===== src/rtl/percep_pkg.sv =====
// Shared definitions for the perceptron training controller and its datapath:
// FSM state encoding and default datapath geometry.
package percep_pkg;

    typedef enum logic [2:0] {
        S_IDLE,
        S_FETCH,
        S_DRAIN,
        S_DECIDE,
        S_UPDATE,
        S_NEXT,
        S_FIN
    } state_t;

    localparam int DEF_N_FEAT    = 4;
    localparam int DEF_PIP_DEPTH = 3;

endpackage


===== src/rtl/percep_vld_pipe.sv =====
// Valid delay line mirroring the x/w pipeline register plus MAC input stage;
// freezes with the pipeline on stall and reports when nothing is in flight.
module percep_vld_pipe
    import percep_pkg::*;
#(
    parameter int DEPTH = DEF_PIP_DEPTH
) (
    input  logic clk,
    input  logic rst_n,
    input  logic stall,
    input  logic vld_in,
    output logic vld_out,
    output logic empty
);

    logic [DEPTH-1:0] line;

    always_ff @(posedge clk or negedge rst_n) begin
        if (!rst_n) begin
            line <= '0;
        end else if (!stall) begin
            line[0] <= vld_in;
            for (int i = 1; i < DEPTH; i++) begin
                line[i] <= line[i-1];
            end
        end
    end

    assign vld_out = line[DEPTH-1];
    assign empty   = (line == '0);

endmodule


===== src/rtl/percep_train_ctrl.sv =====
// Perceptron training sequencer: walks samples/epochs, drives the x/w pipeline
// and MAC, and issues weight updates. Optional perf counters: PERCEP_TRAIN_PERF_EN.
module percep_train_ctrl
    import percep_pkg::*;
#(
    parameter int N_FEAT    = DEF_N_FEAT,
    parameter int FEAT_AW   = 2,
    parameter int N_SAMP    = 16,
    parameter int SAMP_AW   = 4,
    parameter int MAX_EPOCH = 8,
    parameter int EPOCH_W   = 4,
    parameter int PIP_DEPTH = DEF_PIP_DEPTH
) (
    input  logic               clk,
    input  logic               rst_n,
    input  logic               start,
    input  logic               mem_rdy,
    input  logic               acc_neg,
    input  logic               label,
    output logic               busy,
    output logic               done,
    output logic               converged,
    output logic               rd_en,
    output logic [FEAT_AW-1:0] feat_idx,
    output logic [SAMP_AW-1:0] samp_idx,
    output logic [EPOCH_W-1:0] epoch,
    output logic               stall,
    output logic               mac_clr,
    output logic               mac_en,
    output logic               w_we,
    output logic               upd_add
`ifdef PERCEP_TRAIN_PERF_EN
    ,
    output logic [31:0]        cyc_cnt,
    output logic [31:0]        stall_cnt
`endif
);

    localparam logic [FEAT_AW-1:0] LAST_FEAT  = FEAT_AW'(N_FEAT - 1);
    localparam logic [SAMP_AW-1:0] LAST_SAMP  = SAMP_AW'(N_SAMP - 1);
    localparam logic [EPOCH_W-1:0] LAST_EPOCH = EPOCH_W'(MAX_EPOCH - 1);

    state_t state;
    logic   err_flag;
    logic   issue_op;
    logic   pipe_tail;
    logic   pipe_empty;

    // Outputs decode the registered state, so reset clears them immediately.
    always_comb begin
        issue_op = (state == S_FETCH) && mem_rdy;
        busy     = (state != S_IDLE);
        done     = (state == S_FIN);
        rd_en    = issue_op || (state == S_UPDATE);
        stall    = (state == S_FETCH) && !mem_rdy;
        mac_clr  = ((state == S_IDLE) && start) || (state == S_NEXT);
        w_we     = (state == S_UPDATE);
        upd_add  = (state == S_UPDATE) && label;
        mac_en   = pipe_tail && !stall;
    end

    // Only FETCH reads are MAC operands; UPDATE reads feed the weight-update unit.
    percep_vld_pipe #(
        .DEPTH (PIP_DEPTH)
    ) u_vld_pipe (
        .clk     (clk),
        .rst_n   (rst_n),
        .stall   (stall),
        .vld_in  (issue_op),
        .vld_out (pipe_tail),
        .empty   (pipe_empty)
    );

    always_ff @(posedge clk or negedge rst_n) begin
        if (!rst_n) begin
            state     <= S_IDLE;
            feat_idx  <= '0;
            samp_idx  <= '0;
            epoch     <= '0;
            err_flag  <= 1'b0;
            converged <= 1'b0;
        end else begin
            case (state)
                S_IDLE: begin
                    if (start) begin
                        feat_idx  <= '0;
                        samp_idx  <= '0;
                        epoch     <= '0;
                        err_flag  <= 1'b0;
                        converged <= 1'b0;
                        state     <= S_FETCH;
                    end
                end
                S_FETCH: begin
                    if (mem_rdy) begin
                        if (feat_idx == LAST_FEAT) state <= S_DRAIN;
                        else                       feat_idx <= feat_idx + 1'b1;
                    end
                end
                S_DRAIN: begin
                    if (pipe_empty) state <= S_DECIDE;
                end
                // acc_neg=0 predicts class 1, so a match with label is a miss.
                S_DECIDE: begin
                    if (acc_neg == label) begin
                        err_flag <= 1'b1;
                        feat_idx <= '0;
                        state    <= S_UPDATE;
                    end else begin
                        state <= S_NEXT;
                    end
                end
                S_UPDATE: begin
                    if (feat_idx == LAST_FEAT) state <= S_NEXT;
                    else                       feat_idx <= feat_idx + 1'b1;
                end
                S_NEXT: begin
                    feat_idx <= '0;
                    if (samp_idx != LAST_SAMP) begin
                        samp_idx <= samp_idx + 1'b1;
                        state    <= S_FETCH;
                    end else if (!err_flag) begin
                        converged <= 1'b1;
                        state     <= S_FIN;
                    end else if (epoch == LAST_EPOCH) begin
                        converged <= 1'b0;
                        state     <= S_FIN;
                    end else begin
                        epoch    <= epoch + 1'b1;
                        samp_idx <= '0;
                        err_flag <= 1'b0;
                        state    <= S_FETCH;
                    end
                end
                S_FIN: begin
                    state <= S_IDLE;
                end
                default: begin
                    state <= S_IDLE;
                end
            endcase
        end
    end

`ifdef PERCEP_TRAIN_PERF_EN
    always_ff @(posedge clk or negedge rst_n) begin
        if (!rst_n) begin
            cyc_cnt   <= '0;
            stall_cnt <= '0;
        end else if ((state == S_IDLE) && start) begin
            cyc_cnt   <= '0;
            stall_cnt <= '0;
        end else begin
            if (busy && (cyc_cnt != '1))    cyc_cnt   <= cyc_cnt + 1'b1;
            if (stall && (stall_cnt != '1)) stall_cnt <= stall_cnt + 1'b1;
        end
    end
`endif

endmodule


===== config.mk =====
export PLATFORM = sky130hd
export DESIGN_NAME = percep_train_ctrl
export DESIGN_NICKNAME = d
export VERILOG_FILES = /design/src/rtl/percep_pkg.sv /design/src/rtl/percep_vld_pipe.sv /design/src/rtl/percep_train_ctrl.sv
export SDC_FILE = /design/constraint.sdc
export NUM_CORES = 1
export LEC_CHECK = 0
export CAP_MARGIN = 15
export CORE_MARGIN = 5
export CORE_UTILIZATION = 36
export CTS_CLUSTER_DIAMETER = 60
export CTS_CLUSTER_SIZE = 28
export DETAILED_ROUTE_END_ITERATION = 10
export GPL_ROUTABILITY_DRIVEN = 0
export SLEW_MARGIN = 15
export SYNTH_ARGS = -nofsm -noshare
export SYNTH_HDL_FRONTEND = slang
export SYNTH_SLANG_ARGS = --single-unit
export TNS_END_PERCENT = 100

===== constraint.sdc =====
create_clock -name clk -period 1.85 [get_ports clk]
set_input_delay 0.37 -clock clk [delete_from_list [all_inputs] [get_ports clk]]
set_output_delay 0.37 -clock clk [all_outputs]
set_load 0.01 [all_outputs]

==> metrics.md, run 1 <==
| Metric | Value |
|---|---|
| Result of the run | finished clean |
| Gate count after technology mapping | 119 |
| Share of post-route cells with drive strength above 1 | 0.387 |
| Worst hold slack across all endpoints | 0.381 ns |
| Average routed wire per standard cell | between 10 and 15 um |
| Setup repair after global routing missed its margin | true |
| Max Transition Viols Final | 0 |
| Critical-path top delay cell | dfrtp_1 |
| Hold_buf cts | 0 |
| Relative area change from synthesis to final layout | 60.8% |
| Critical path fanouts, max | 3 |
| Remaining max-slew budget at the tightest pin | 0.765 |
| Top_reg_cell synth | dfrtp_1 |
| Maximum vdd drop | 0.713 mV |
| Final Hold Viols | 0 |
| Overall power after layout | 2.39 mW |
| Avg Vias per Cell | 5.33 |
| Routed WL | roughly 3100 um |
| Most used standard cell by instance count after synthesis | dfrtp_1 |
| Ant diodes | 0 |
| Total clock sinks | 18 |
| Wire length of the first global-routing pass | 5200 um |
| Type of the worst setup path | flip-flop to output pin |
| Share of the clock period used by the worst path | 0.996 |
| Chip Height | 65.1 um |
| Required time of the critical path | 1.48 ns |
| Crit path arrival time | 1.47 ns |
| Count of cells along the worst register-to-register path | 6 |
| Startpoint type of the worst setup path | flip-flop |
| GRT busiest layer | met2 |
| Standard-cell row count | 20 |
| Maximum level of the CTS H-tree | 1 |
| Antenna violations before repair | 0 |
| Post-synthesis cell type with the largest combined area | dfrtp_1 |
| Root buf cell | clkbuf_4 |
| DRC violation count after routing | 0 |
| Die width | approximately 65 um |
| Post-route clock skew | 0.00244 ns |
| Detailed-placement wirelength estimate | 2090 um |
| Die Outline Area | 4240 um2 |
| Capture instance of the worst register-to-register path | epoch[2] |
| R2R Setup Slk | roughly 0.04 ns |
| Number of top-level design ports | 25 |
| Post-synth top area share | 0.411 |
| Leak pwr | 0.827 nW |
| Setup TNS | 0 ns |
| Yosys reg bits | 18 |
| Met2 global-route usage | 0.252 |
| Placement-stage cell area | 1500 um2 |
| Proportion of synthesized chip area in sequential cells | 0.411 |
| 1st-iter DRT viols | between 50 and 60 |
| Final net count | ~190 |
| DR vias | 1141 |
| Overflow left after global routing | 0 |
| Fmax achieved | 543 MHz |
| Post-route minimum period | 1.84 ns |
| Kind of end point of the critical path | output pin |
| Beginning of the worst register-to-register path | state[1] |
| Share of synthesized flip-flops with an asynchronous set or reset | 1.00 |
| Delay contributed by the slowest stage of the critical path | 0.46 ns |
| Maximum number of pins on one net before global-route repair | 19 |
| Synth area leaders | dfrtp_1 41%, a21oi_1 3.7%, ha_1 3.4% |
| Insertion delay to the later sink of the worst-skew pair | ~0.30 ns |
| Most frequent CP cell | buf_6 |
| TritonCTS clock tree | built |
| List of most frequent post-synthesis cells | 18 x dfrtp_1, 8 x a21oi_1, 7 x inv_1, 7 x nand2_1, 7 x nor2_1 |
| Critical path cell sequence | buf_6 -> nor4b_4 -> nor2_2 -> inv_2 -> buf_6 |
| Source of the critical timing path | state[1] |
| Met3 usage | 0.0291 |
| GR Layer Usage met1 | 0.214 |
| Global-route total usage across every layer | 0.157 |
| Worst path depth | 5 |
| Power density relative to cell area | around 1400 nW/um2 |
| Clock buffer depth | 2 |
| Critical path capture point | mac_clr |
| Area of the mapped netlist | between 1000 and 1500 um2 |
| Mean instance size in the synthesized netlist | 9.20 um2 |
| Initial Util | 0.368 |
| Measured slew at the worst slew-check pin | between 0.3 and 0.4 ns |
| Synthesized Nets | 128 |
| Fill cell instance count of the final layout | 256 |
| Library cells used by synthesis | 43 |
| Iteration count of the initial detailed-routing pass | 4 |
| Warnings, synthesis | 0 |
| Number of maximum-capacitance constraint violations | 0 |
| Dpl cells | 192 |
| Num CTS Buffers | 3 |
| Worst-path clk slew | 0.11 ns |
| Number of port buffers | 24 |
| Core Region | 2980 um2 |
| Via count of the first global-routing pass | 1139 |
| Non-filler instance count after layout | about 210 |
| Worst path bufs/invs | 3 |
| Number of enable flip-flop cells after synthesis | 0 |
| Count of antenna-violating nets left after detailed routing | 0 |
| Post-layout instance area | between 1500 and 2000 um2 |
| Worst Hold Class | input pin to async pin |
| Finish-stage setup viols | 0 |
| Dominant delay contributor by cell family on the critical path | flip-flops |
==> layout make-up <==
class / instances / area (um2) / share of cell area
clock buffers: 4 / 36.3 / 0.0206
inverters: 8 / 30.0 / 0.0171
multi-input cells: 88 / 659 / 0.375
flip-flops and latches: 18 / 454 / 0.258
well taps: 33 / 41.3 / 0.0235
repair buffers: 63 / 539 / 0.306
==> timing repair <==
action | CTS | global route
pin swaps | 3 | 8
setup buffers | 16 | 6
setup endpoints to repair | 10 | 12
gates resized for setup | 30 | 25
==> sequential cells by signal, summed over array words and instances, names as in the netlist <==
signal,flops
samp_idx,4
err_flag,1
feat_idx,2
epoch,4
u_vld_pipe.line,3
converged,1
state,3
==> report_power, final <==
| part | internal (mW) | switching, mW | total, mW | leakage, nW |
|---|---|---|---|---|
| clock network | 0.120 | 0.135 | 0.255 | 0.0210 |
| logic | 0.868 | 0.639 | 1.51 | 0.572 |
| registers | 0.502 | 0.126 | 0.628 | 0.234 |
| total | 1.49 | 0.899 | 2.39 | 0.827 |
==> kinds of logic (layout without fill, tap and decap cells) <==
| family | Yosys count | count (layout) | synth area share |
|---|---|---|---|
| and+or+nand+nor | 45 | 45 | 0.242 |
| AOI/OAI and AO/OA | 33 | 33 | 0.192 |
| DFF | 18 | 18 | 0.411 |
| buffers and inverters | 13 | 75 | 0.0549 |
| muxes | 5 | 5 | 0.0491 |
| adders and majority gates | 3 | 3 | 0.0343 |
| xor gates and xnor gates | 2 | 2 | 0.0160 |
==> stage by stage <==
step,util,worst slack [ns]
after CTS,0.567,-0.198
after detailed placement,0.505,-0.326
final,0.591,0.00681
after global placement,0.505,-0.314
after floorplan,-,0.205
after global routing,0.591,-0.0598
==> layout by cell type (no fill, tap or decap), types with 2 or more instances in the layout <==
master | Yosys | routed
a21oi_1 | 8 | 4
nor2_1 | 7 | 6
nor3_1 | 4 | 3
nand2b_4 | 0 | 2
nand3_1 | 6 | 6
nor2_2 | 1 | 2
clkdlybuf4s50_1 | 0 | 15
nor3b_1 | 2 | 2
and3_1 | 2 | 2
ha_1 | 3 | 3
nand3b_1 | 3 | 3
buf_2 | 0 | 4
mux2i_1 | 2 | 2
buf_4 | 1 | 30
o21ai_1 | 2 | 2
o31ai_1 | 3 | 3
o21ai_0 | 6 | 6
buf_6 | 1 | 10
dfrtp_2 | 0 | 3
dlygate4sd2_1 | 0 | 3
a21oi_2 | 0 | 4
dfrtp_1 | 18 | 15
clkbuf_4 | 0 | 3
a21o_1 | 3 | 3
inv_1 | 7 | 7
nand2_1 | 7 | 7
or4_4 | 0 | 2
a31oi_1 | 3 | 2
xnor2_1 | 2 | 2
==> per-layer routing <==
| metal | vias up | part of all wire |
|---|---|---|
| met5 | - | 0 |
| met3 | 6 | 0.037 |
| met2 | 22 | 0.49 |
| met1 | 550 | 0.45 |
| li1 | 563 | - |
| met4 | 0 | 0.023 |
==> worst min-delay path by stage <==
stage                   start           to  slack (ns)  depth (start not counted)
floorplan               rst_n    converged        0.07                          0
global placement    converged    converged        0.48                          1
detailed placement  converged    converged        0.49                          1
CTS                     rst_n  feat_idx[0]        0.38                          2
global route            rst_n  feat_idx[0]        0.39                          2
finish                  rst_n     epoch[1]        0.38                          2
Note: power is estimated with default switching activity, not from simulation.
==> run 2: changes to the inputs <==
--- a/config.mk
+++ b/config.mk
@@ -6,6 +6,7 @@
 export NUM_CORES = 1
 export LEC_CHECK = 0
 export CAP_MARGIN = 15
+export CORE_ASPECT_RATIO = 0.9
 export CORE_MARGIN = 5
 export CORE_UTILIZATION = 36
 export CTS_CLUSTER_DIAMETER = 60
==> run 2 against run 1 <==
  * Die area about the same
  * Final area decreased by 8.1%
  * Global-route usage decreased by 1.9 points
  * Sequential share of layout area increased by 2.2 points
  * Combinational power decreased by 16%
  * Critical endpoint is now feat_idx[1]
  * Largest power group unchanged
==> metrics.md, run 2 (same netlist as run 1, synthesis figures left out) <==
| Metric | Value |
|---|---|
| Core Region | 3000 um2 |
| Dpl cells | ~200 |
| Share of post-route cells with drive strength above 1 | 0.284 |
| Standard-cell row count | 19 |
| Die Outline Area | 4250 um2 |
| Worst hold slack across all endpoints | 0.382 ns |
| Die width | a little under 70 um |
| Worst Slack Setup Final | between 0.005 and 0.006 ns |
| Top flop regs | epoch (4), samp_idx (4) |
| 1st-iter DRT viols | 51 |
| Number of top-level design ports | 25 |
| Finish-stage setup viols | 0 |
| Startpoint type of the worst setup path | flip-flop |
| Required time of the critical path | 2.03 ns |
| Kind of end point of the critical path | flip-flop |
| Placement-stage cell area | 1500 um2 |
| Measured slew at the worst slew-check pin | 0.382 ns |
| Global-route total usage across every layer | 0.139 |
| Detailed-placement wirelength estimate | 2080 um |
| Number of port buffers | 24 |
| Num CTS Buffers | 3 |
| Non-filler instance count after layout | approximately 210 |
| Iteration count of the initial detailed-routing pass | 4 |
| Max Transition Viols Final | 0 |
| Maximum level of the CTS H-tree | 1 |
| Number of maximum-capacitance constraint violations | 0 |
| Chip Height | 62.3 um |
| Share of the clock period used by the worst path | 0.997 |
| Leak pwr | 0.747 nW |
| Post-route minimum period | 1.84 ns |
| Power density relative to cell area | around 1300 nW/um2 |
| Routed WL | 2730 um |
| TritonCTS clock tree | built |
| Post-route clock skew | 0.0136 ns |
| Type of the worst setup path | flip-flop to flip-flop |
| Initial Util | 0.365 |
| Result of the run | finished clean |
| Beginning of the worst register-to-register path | state[0] |
| Fill cell instance count of the final layout | 285 |
| Count of antenna-violating nets left after detailed routing | 0 |
| Wire length of the first global-routing pass | 4570 um |
| Avg Vias per Cell | a little over 5 |
| DR vias | about 1.1k |
| Setup TNS | 0 ns |
| Maximum number of pins on one net before global-route repair | 19 |
| Relative area change from synthesis to final layout | 47.8% |
| Ant diodes | 0 |
| Worst Hold Class | input pin to async pin |
| Overflow left after global routing | 0 |
| Most common cell after layout, fill and taps aside | buf_4 |
| Final Hold Viols | 0 |
| Overall power after layout | between 2 and 2.5 mW |
| DRC violation count after routing | 0 |
| Remaining max-slew budget at the tightest pin | 0.738 |
| Critical path fanouts, max | 9 |
| Insertion delay to the later sink of the worst-skew pair | 0.30 ns |
| Root buf cell | clkbuf_4 |
| Final net count | about 180 |
| Average routed wire per standard cell | 13.0 um |
| Via count of the first global-routing pass | 999 |
| Clock buffer depth | 2 |
| Worst-path clk slew | 0.11 ns |
| Total clock sinks | 18 |
| Final core area utilization | 0.540 |
| Commonest cells after routing, fill and taps aside | 23 x buf_4, 16 x dfrtp_1, 16 x clkdlybuf4s50_1 |
| Fmax achieved | 542 MHz |
| Crit path arrival time | 2.02 ns |
| Antenna violations before repair | 0 |
| Post-layout instance area | between 1500 and 2000 um2 |
| Maximum vdd drop | 0.756 mV |
| Setup repair after global routing missed its margin | true |
| Worst-case setup slack after placement | -0.346 ns |
| Source of the critical timing path | state[0] |
[run 2: layout make-up]
cell class	instances	area [um2]	share of cell area
Inverter	8	30.0	0.0186
Clock buffer	4	36.3	0.0224
Multi-Input combinational cell	88	609	0.377
Tap cell	42	52.6	0.0325
Sequential cell	18	453	0.280
Timing Repair Buffer	51	437	0.270
[run 2: worst max-delay path, stage by stage, from the launching register on]
cell and delay (ns):
dfrtp_2 0.43, buf_4 0.15, buf_6 0.13, nand2_1 0.07, or3b_4 0.39, a32oi_2 0.21
mux2_1 0.34
[run 2: routing by layer]
layer	routed length, um	GRT usage
met3	75	0.0432
met5	0	0
met1	1360	0.204
met4	14	0.0298
met2	1280	0.197
[run 2: report_power, final]
part,internal (mW),switching (mW)
Clock,0.120,0.123
Combinational,0.693,0.574
Sequential,0.503,0.124
Total,1.32,0.821
[run 2: worst paths after layout]
check                      slack [ns]  cells past startpoint           to
min in group clk                 0.49                      1    converged
hold / removal                   0.38                      2     epoch[0]
max in group asynchronous        1.26                      2  feat_idx[0]
setup reg to reg                0.006                      6  feat_idx[1]
setup / recovery                0.006                      6  feat_idx[1]
hold reg to reg                  0.49                      1    converged
[run 2: timing repair]
item                       CTS  global route
gates resized for setup     29             7
setup buffers                7             1
setup endpoints to repair    9             9
pin swaps                    4             6
hold buffers                 0             0
